### config.mk
export PLATFORM = sky130hd
export DESIGN_NAME = matvec_engine_flat
export DESIGN_NICKNAME = d
export VERILOG_FILES = /design/src/rtl/matvec_engine_if.sv /design/src/rtl/matvec_engine.sv /design/src/flat_wrapper.sv
export SDC_FILE = /design/constraint.sdc
export NUM_CORES = 2
export LEC_CHECK = 0
export BUFFER_PORTS_ARGS = -buffer_cell sky130_fd_sc_hd__buf_2
export CORE_MARGIN = 8
export CORE_UTILIZATION = 65
export DETAILED_ROUTE_END_ITERATION = 10
export GPL_ROUTABILITY_DRIVEN = 0
export PLACE_DENSITY_LB_ADDON = 0.3
export SKIP_LAST_GASP = 1
export SLEW_MARGIN = 20
export SYNTH_ARGS = -nofsm -noshare
export SYNTH_HDL_FRONTEND = slang
export SYNTH_SLANG_ARGS = --single-unit
export TNS_END_PERCENT = 1
### constraint.sdc
create_clock -name clk -period 66.6 [get_ports clk]
set_input_delay 13.32 -clock clk [delete_from_list [all_inputs] [get_ports clk]]
set_output_delay 13.32 -clock clk [all_outputs]
set_load 0.02 [all_outputs]
### src/rtl/matvec_engine_if.sv
// Avalon-MM read-master bus used by matvec_engine to fetch the B vector and the rows of A.
interface matvec_engine_if #(
  parameter int unsigned ADDR_WIDTH = 32,
  parameter int unsigned WORD_WIDTH = 64
);
  logic [ADDR_WIDTH-1:0] mem_address;
  logic                  mem_read;
  logic [WORD_WIDTH-1:0] mem_readdata;
  logic                  mem_readdatavalid;
  logic                  mem_waitrequest;

  modport master (
    output mem_address,
    output mem_read,
    input  mem_readdata,
    input  mem_readdatavalid,
    input  mem_waitrequest
  );

  modport slave (
    input  mem_address,
    input  mem_read,
    output mem_readdata,
    output mem_readdatavalid,
    output mem_waitrequest
  );
endinterface

### src/rtl/matvec_engine.sv
// Matrix-vector engine: fetches B then the ROWS rows of A, then accumulates C = A x B column by
// column. Define MATVEC_SIGNED_EN for two's-complement elements; the default build is unsigned.
module matvec_engine #(
  parameter int unsigned DATA_WIDTH = 8,
  parameter int unsigned ROWS       = 8,
  parameter int unsigned COLS       = 8,
  parameter int unsigned ACC_WIDTH  = 24,
  parameter int unsigned ADDR_WIDTH = 32
) (
  input  logic                      clk,
  input  logic                      rst,
  input  logic                      start,
  input  logic [ADDR_WIDTH-1:0]     base_addr,
  output logic                      busy,
  output logic                      done,
  output logic [ROWS*ACC_WIDTH-1:0] result,
  matvec_engine_if.master           mem
);

  localparam int unsigned WORD_WIDTH = COLS * DATA_WIDTH;
  localparam int unsigned WCNT_WIDTH = $clog2(ROWS + 1) + 1;
  localparam int unsigned KCNT_WIDTH = $clog2(COLS + 1);

  typedef enum logic [1:0] {StIdle, StFetch, StCalc, StDone} state_e;

  state_e                          state_q, state_d;
  logic [ADDR_WIDTH-1:0]           base_q, base_d;
  logic [WCNT_WIDTH-1:0]           word_cnt_q, word_cnt_d;
  logic [KCNT_WIDTH-1:0]           col_cnt_q, col_cnt_d;
  logic                            outstanding_q, outstanding_d;
  logic [WORD_WIDTH-1:0]           b_q, b_d;
  logic [ROWS-1:0][WORD_WIDTH-1:0] a_q, a_d;
  logic [ROWS-1:0][ACC_WIDTH-1:0]  acc_q, acc_d;
  logic [ROWS-1:0][ACC_WIDTH-1:0]  prod_ext;

  logic [WORD_WIDTH-1:0] rdata;
  logic [DATA_WIDTH-1:0] b_el;
  logic                  read_req;
  logic                  accept;
  logic                  capture;

  assign rdata    = mem.mem_readdata;
  assign read_req = (state_q == StFetch) && !outstanding_q;
  assign accept   = read_req && !mem.mem_waitrequest;
  // A response only counts against an accepted read; stray or post-reset ones fall through.
  assign capture  = (state_q == StFetch) && mem.mem_readdatavalid && (outstanding_q || accept);

  assign b_el = DATA_WIDTH'(b_q >> (DATA_WIDTH * 32'(col_cnt_q)));

  always_comb begin
    logic [DATA_WIDTH-1:0] a_el;
`ifdef MATVEC_SIGNED_EN
    logic signed [2*DATA_WIDTH-1:0] a_s;
    logic signed [2*DATA_WIDTH-1:0] b_s;
    logic signed [2*DATA_WIDTH-1:0] p_s;
`else
    logic [2*DATA_WIDTH-1:0] p_u;
`endif
    prod_ext = '0;
    for (int r = 0; r < ROWS; r++) begin
      a_el = DATA_WIDTH'(a_q[r] >> (DATA_WIDTH * 32'(col_cnt_q)));
`ifdef MATVEC_SIGNED_EN
      a_s = (2*DATA_WIDTH)'($signed(a_el));
      b_s = (2*DATA_WIDTH)'($signed(b_el));
      p_s = a_s * b_s;
      prod_ext[r] = ACC_WIDTH'(p_s);
`else
      p_u = (2*DATA_WIDTH)'(a_el) * (2*DATA_WIDTH)'(b_el);
      prod_ext[r] = ACC_WIDTH'(p_u);
`endif
    end
  end

  always_comb begin
    state_d       = state_q;
    base_d        = base_q;
    word_cnt_d    = word_cnt_q;
    col_cnt_d     = col_cnt_q;
    outstanding_d = outstanding_q;
    b_d           = b_q;
    a_d           = a_q;
    acc_d         = acc_q;

    unique case (state_q)
      StIdle: begin
        if (start) begin
          base_d        = base_addr;
          word_cnt_d    = '0;
          col_cnt_d     = '0;
          outstanding_d = 1'b0;
          acc_d         = '0;
          state_d       = StFetch;
        end
      end
      StFetch: begin
        if (capture) begin
          outstanding_d = 1'b0;
          if (word_cnt_q == '0) begin
            b_d = rdata;
          end
          for (int r = 0; r < ROWS; r++) begin
            if (word_cnt_q == WCNT_WIDTH'(r + 1)) a_d[r] = rdata;
          end
          word_cnt_d = word_cnt_q + WCNT_WIDTH'(1);
          if (word_cnt_q == WCNT_WIDTH'(ROWS)) state_d = StCalc;
        end else if (accept) begin
          outstanding_d = 1'b1;
        end
      end
      StCalc: begin
        for (int r = 0; r < ROWS; r++) begin
          acc_d[r] = acc_q[r] + prod_ext[r];
        end
        col_cnt_d = col_cnt_q + KCNT_WIDTH'(1);
        if (col_cnt_q == KCNT_WIDTH'(COLS - 1)) state_d = StDone;
      end
      StDone: begin
        state_d = StIdle;
      end
      default: begin
        state_d = StIdle;
      end
    endcase
  end

  always_ff @(posedge clk or posedge rst) begin
    if (rst) begin
      state_q       <= StIdle;
      base_q        <= '0;
      word_cnt_q    <= '0;
      col_cnt_q     <= '0;
      outstanding_q <= 1'b0;
      b_q           <= '0;
      a_q           <= '0;
      acc_q         <= '0;
    end else begin
      state_q       <= state_d;
      base_q        <= base_d;
      word_cnt_q    <= word_cnt_d;
      col_cnt_q     <= col_cnt_d;
      outstanding_q <= outstanding_d;
      b_q           <= b_d;
      a_q           <= a_d;
      acc_q         <= acc_d;
    end
  end

  assign busy            = (state_q == StFetch) || (state_q == StCalc);
  assign done            = (state_q == StDone);
  assign result          = acc_q;
  assign mem.mem_read    = read_req;
  assign mem.mem_address = base_q + ADDR_WIDTH'(word_cnt_q);

endmodule
### src/flat_wrapper.sv
// flat-port wrapper written by rule: the top's interface ports become plain ports
module matvec_engine_flat 
#(
  parameter int unsigned DATA_WIDTH = 8,
  parameter int unsigned ROWS       = 8,
  parameter int unsigned COLS       = 8,
  parameter int unsigned ACC_WIDTH  = 24,
  parameter int unsigned ADDR_WIDTH = 32
)
  (clk, rst, start, base_addr, busy, done, result, mem_mem_address, mem_mem_read, mem_mem_readdata, mem_mem_readdatavalid, mem_mem_waitrequest);
  matvec_engine_if #(.ADDR_WIDTH(ADDR_WIDTH)) mem_i ();
  input  logic clk;
  input  logic rst;
  input  logic start;
  input  logic [ADDR_WIDTH-1:0] base_addr;
  output logic busy;
  output logic done;
  output logic [ROWS*ACC_WIDTH-1:0] result;
  output wire logic [$bits(mem_i.mem_address)-1:0] mem_mem_address;
  output wire logic [$bits(mem_i.mem_read)-1:0] mem_mem_read;
  input wire logic [$bits(mem_i.mem_readdata)-1:0] mem_mem_readdata;
  input wire logic [$bits(mem_i.mem_readdatavalid)-1:0] mem_mem_readdatavalid;
  input wire logic [$bits(mem_i.mem_waitrequest)-1:0] mem_mem_waitrequest;
  assign mem_mem_address = mem_i.mem_address;
  assign mem_mem_read = mem_i.mem_read;
  assign mem_i.mem_readdata = mem_mem_readdata;
  assign mem_i.mem_readdatavalid = mem_mem_readdatavalid;
  assign mem_i.mem_waitrequest = mem_mem_waitrequest;
  matvec_engine #(.DATA_WIDTH(DATA_WIDTH), .ROWS(ROWS), .COLS(COLS), .ACC_WIDTH(ACC_WIDTH), .ADDR_WIDTH(ADDR_WIDTH)) u_core (.clk(clk), .rst(rst), .start(start), .base_addr(base_addr), .busy(busy), .done(done), .result(result), .mem(mem_i));
endmodule
# ---- Word level (Yosys, flattened, before mapping)
# Cells that the tools add are included.
dict set report totals {
  ff_bits 812
  output_inout_bits 227
}
dict set report classes {
  addsub 11
  mul 8
  eq_ne 17
  shifts 9
  n_mux 16
  reduce_logical 26
}
# operator count
set ops {}
lappend ops {{64-bit by 7-bit >> shifter with 8-bit output} 9}
lappend ops {{192-bit one-hot mux with 2 select lines} 1}
lappend ops {{24-bit by 16-bit adder with 24-bit output} 8}
lappend ops {{192-bit 2-to-1 mux} 1}
lappend ops {{8-bit by 8-bit multiplier with 16-bit output} 8}
lappend ops {{3-bit AND reduction} 11}
lappend ops {{32-bit by 5-bit adder with 32-bit output} 1}
lappend ops {{5-bit by 3-bit == test with 1-bit output (second input constant)} 4}
lappend ops {{5-bit by 2-bit == test with 1-bit output (second input constant)} 2}
lappend ops {{5-bit 2-to-1 mux} 2}
lappend ops {{5-bit one-hot mux with 2 select lines} 1}
lappend ops {{2-bit 2-to-1 mux} 4}
lappend ops {{2-bit one-hot mux with 4 select lines} 1}
lappend ops {{4-bit one-hot mux with 2 select lines} 1}
lappend ops {{5-bit by 1-bit adder with 5-bit output (second input constant)} 1}
lappend ops {{5-bit by 1-bit == test with 1-bit output (second input constant)} 1}
lappend ops {{5-bit by 4-bit == test with 1-bit output (second input constant)} 1}
lappend ops {{5-bit logical NOT} 1}
lappend ops {{4-bit by 1-bit adder with 4-bit output (second input constant)} 1}
lappend ops {{2-bit == test (second input constant)} 2}
lappend ops {{4-bit by 3-bit == test with 1-bit output (second input constant)} 1}
lappend ops {{1-bit logical AND} 4}
lappend ops {{4-bit 2-to-1 mux} 1}
lappend ops {{2-bit by 1-bit inequality test with 1-bit output (second input constant)} 2}
lappend ops {{11 further kinds} 18}

# ---- Depth between registers and ports, before layout
dict set report depth {
  ltp_word 7
  depth_mapped 26
  depth_no_buf 21
}

# ---- Worst setup path after synthesis
# Ideal clock, no wire load.
dict set report synth_path {
  path_type {register to output}
  start {register u_core.word_cnt_q[0]}
  end {output port mem_mem_address[22]}
  arrival_time_ns 2.454
  t_required_ns 53.280
  path_slack_ns 50.826
  stages_incl_launch_ff 11
  cell_sequence {dfrtp_1 -> ha_1 -> inv_1 -> fa_1 -> nor2b_1 -> o21a_1 -> o21ai_0 -> a211oi_1 -> nand4_1 -> nor2_1 -> xor2_1}
}
dict set report synth_between {
  elab_chain_cells 1
}
# item line
set synth_lines {}
lappend synth_lines {{start, declared} matvec_engine.sv:28} ;# logic [WCNT_WIDTH-1:0] word_cnt_q, word_cnt_d;
lappend synth_lines {{start signal, assigned} matvec_engine.sv:139} ;# word_cnt_q <= word_cnt_d;
lappend synth_lines {{32-bit by 5-bit adder with 32-bit output} matvec_engine.sv:152} ;# assign mem.mem_address = base_q + ADDR_WIDTH'(word_cnt_q);
lappend synth_lines {{end, declared} flat_wrapper.sv:19} ;# output wire logic [$bits(mem_i.mem_address)-1:0] mem_mem_address;
# No other way between the ends.

# ---- Final worst setup path
dict set report layout_path {
  start {register u_core.word_cnt_q[2]}
  end {output port mem_mem_address[27]}
}
# The elaborated chain is that of the path after synthesis.

==> reports/qor.log <==
[worst_setup_path] endpoint arrival time on the critical path 3490 ps
[floorplan] chip height 314.7 µm
[synth] largest area contributor in the synthesized netlist dfrtp_1
[cts] Resize count post-CTS 0
[worst_setup_path] register-to-register path setup slack 57990 ps
[grt] Total GRT Usage 30.90%
[worst_setup_path] stage delay of the slowest cell on the critical path 890 ps
[placed_design] total half-perimeter wirelength after legalization and detailed placement 106.2 mm
[layout] footprint of the multi-input gates 33140 µm²
[layout] proportion of layout cells with a drive suffix above 1 24.00%
[synth] simple-gate area share of the yosys netlist 8.818%
[cts] Clock Sink Count 812
[placed_design] number of buffers added on ports 327
[layout] area overhead of the layout relative to synthesis 8.839%
[synth] net count after synthesis 6083
[hold_path] worst hold path cell count 1
[sta] final hold violations 0
[worst_setup_path] worst reg2reg path endpoint u_core.result[187]$_DFFE_PP0P_
[sta] Total Neg Setup Slack 0 ps
[worst_setup_path] Worst setup EP type output pin
[cts] worst-skew pair later-pin latency 670 ps
[detailed_routing] highest metal layer used by the detailed router met5
[layout] top library cells by usage in the layout, fill and taps aside 822 x inv_1, 808 x dfrtp_1, 604 x mux2_2, 408 x nor2_1, 401 x fa_1
[layout] commonest non-fill, non-tap cell in the layout inv_1
[detailed_routing] Iteration-0 DRC Markers 3320
[synth] number of flops mapped to enable cells by yosys 0
[sta] Max Clock Skew 28.57 ps
[status] result of the run completed
[cts] TritonCTS clock tree built
[detailed_routing] wire length on met2 73.59 mm
[detailed_routing] via total after detailed routing 40729
[synth] multiplexer area fraction after synthesis 18.43%
[sta] final setup violation count 0
[worst_setup_path] most prevalent standard cell on the critical path a21oi_1
[floorplan] FP Rows 109
[synth] post-synthesis instance area 58010 µm²
[detailed_routing] amount of wire on met3 after detailed routing 11.24 mm
[synth] largest family of logic cells by synthesized area adder cells
[detailed_routing] detailed-routing wirelength on met1 59.65 mm
[job] count of maximum capacitance violations 0
[grt] largest net degree at the start of global routing 103
[hold_path] endpoint with the worst hold slack u_core.b_q[47]$_DFFE_PP0P_
[grt] sum of overflow across all layers after global routing 0
[worst_setup_path] Setup crit start kind register
[synth] flop and latch count out of synthesis 812
[placed_design] Cell Area, Placed 60040 µm²
[floorplan] area of the die 99060 µm²
[detailed_routing] Routed wire per std cell 22.68 µm
[synth] Syn. warnings 0
[sta] headroom to the max-slew limit 27.78%
[worst_setup_path] largest driver fanout on the critical path 10
[detailed_routing] number of nets with antenna violations after detailed routing 0
[layout] area of all placed cells without fillers 63130 µm²
[grt] number of antenna violations at the first check in global routing 21
[floorplan] initial cell density of the core 65.64%
[sta] Final period util 25.23%
[worst_setup_path] kind of critical path reg -> out
[grt] number of global-route vias before repair 43223
[synth] number of distinct library cells after synthesis 88
[synth] Cells after Synth 5239
[worst_setup_path] Critical Path RT 53280 ps
[cts] CTS root buf clkbuf_16
[cts] clock input transition at the sequential cells of the worst setup and hold paths 60 ps
[floorplan] core region area 88370 µm²
[sta] post-layout min period 16810 ps
[sta] pin slew with the least headroom to its limit 1053 ps
[synth] synthesized-area fraction occupied by ao, oa, aoi and oai cells 6.473%
[synth] cells taking the most area after synthesis dfrtp_1 35%, fa_1 14%, mux2_2 12%
[worst_setup_path] crit path from u_core.word_cnt_q[2]$_DFFE_PP0P_
[grt] global-route wire length before repair 241.7 mm
[layout] Non-Filler Instances 6706
[sta] setup repair after global routing missed its margin no
[sta] max-slew violations 0
[synth] fraction of registers with async set or reset after synthesis 100.0%
[sta] Peak Freq 59.50 MHz
[detailed_routing] Detailed Route WL 152.1 mm
[cts] post-CTS setup repair buffer count 0
[hold_path] worst hold-check path type reg -> reg
[placed_design] Cells after DPL 6533
[worst_setup_path] family with the most delay on the worst path simple AND/OR/NAND/NOR gates
[cts] number of clock buffers inserted by TritonCTS 87
[synth] parity-gate share of the synthesized area counting xor and xnor cells 2.069%
[worst_setup_path] master of the slowest instance on the critical path nor4_1
[synth] top flip-flop cell by instance count after synthesis dfrtp_1
[layout] Register Area 20330 µm²
[synth] fraction of post-synthesis cell area in the top cell type by area 35.03%
[hold_path] Worst Min Path Start u_core.b_q[47]$_DFFE_PP0P_
[cts] CTS Hold Buffers Added 0
[floorplan] number of I/O pins 328
[synth] proportion of synthesized chip area in sequential cells 35.03%
[cts] worst-case clock buffer depth 3
[floorplan] die width 314.7 µm
[synth] post-synthesis average cell area 11.07 µm²
[synth] Post-Synth Adder-Cell Area 21.22%
[detailed_routing] length of the first detailed-routing pass in iterations 5
[worst_setup_path] worst path bufs/invs 1
[cts] number of H-tree levels 3
[detailed_routing] Vias/cell 6.074
[worst_setup_path] cell depth of the worst flop-to-flop path 20
[worst_setup_path] Critical Path, Cell by Cell ha_1 > a21oi_1 > o21bai_1 > a21oi_1 > nor4_1 > nand4_1 > xnor2_1 > buf_2
[layout] net total in the final layout 6301
[detailed_routing] Remaining DRCs 0
[layout] Filler Cell Count 6137
[worst_setup_path] depth of the critical timing path with buffers and inverters included 8
[worst_setup_path] reg-to-reg startpoint u_core.col_cnt_q[0]$_DFFE_PP0P_
## registers in the layout, summed over array words and instances, names as in the netlist
name and count:
u_core.word_cnt_q 5, u_core.base_q 32, u_core.result 192, u_core.b_q 64, u_core.col_cnt_q 4, u_core.state_q 2, u_core.outstanding_q 1, u_core.a_q 512
## cells by family after synthesis
family                     count (synthesis)
AOI/OAI and AO/OA                        586
and+or+nand+nor                         1098
buffers and inverters                   1069
DFF                                      812
adders and majority gates                743
xor gates and xnor gates                 137
muxes                                    794
## final cells by class
cell class | count | area share, %
antenna | 11 | 0.04360
inverter | 824 | 4.911
clock buffer | 128 | 4.108
tap | 1165 | 2.309
clock inverter | 34 | 0.7234
sequential | 812 | 32.21
multi-input combinational | 3358 | 52.49
timing repair buffer | 374 | 3.209
## worst max-delay path by stage
| stage | end |
|---|---|
| after global placement | u_core.a_q[373]$_DFFE_PP0P_ |
| after detailed placement | u_core.a_q[358]$_DFFE_PP0P_ |
| after floorplan | u_core.a_q[0]$_DFFE_PP0P_ |
| after global routing | mem_mem_address[28] |
| final | mem_mem_address[27] |
| after CTS | u_core.a_q[454]$_DFFE_PP0P_ |
## Yosys cell counts, types with 11 or more instances
cell type	n
o21ai_0	134
or2_2	62
ha_1	342
o22ai_1	47
mux2_2	605
a211oi_1	17
mux4_2	97
dfrtp_1	812
a21oi_1	142
nor3_1	12
a21o_1	92
xnor2_1	64
and3_1	33
nand3_1	45
buf_1	13
mux4_1	47
fa_1	401
a31oi_1	16
nor2b_1	17
nand4_1	23
buf_2	87
o211ai_1	12
o21a_1	18
xor2_1	73
a22o_1	11
or2_1	21
clkbuf_1	76
mux2i_1	40
nand2b_1	88
nand2_1	306
nor2_1	410
buf_6	58
o21bai_1	15
or3_1	14
inv_1	823
## routing by layer
metal / GRT usage, % / vias to the layer above
met5: 0 / -
met4: 14.13 / 14
met3: 5.637 / 398
met2: 51.32 / 1556
met1: 39.59 / 20875
li1: - / 17886
## worst reg2reg max path: stages, from the launching register on
cell and delay (ps):
dfrtp_4 1020, buf_12 620, mux4_2 650, nand2_1 190, a21o_2 850, buf_4 500, nor2_1 140, fa_1 550
fa_1 440, fa_1 510, inv_1 60, fa_1 480, inv_1 40, ha_1 320, a2111oi_0 410, nor3_1 80
o21ai_1 160, a31oi_2 180, a221oi_2 850, o21ai_0 260, a21oi_1 180
## per-stage QoR
| stage | utilization (%) | hold slack, ps | worst slack [ps] |
|---|---|---|---|
| 2_1_floorplan | - | 448.8 | 30470 |
| 3_3_place_gp | 67.94 | 462.7 | 48890 |
| 3_5_place_dp | 67.94 | 471.5 | 48820 |
| 4_1_cts | 71.39 | 484.8 | 49520 |
| 5_1_grt | 71.43 | 500.2 | 49550 |
| 6_report | 71.44 | 485.6 | 49790 |
Power is not shown: default switching activity piles up to over one toggle a cycle in this logic, so the estimate is an artifact.
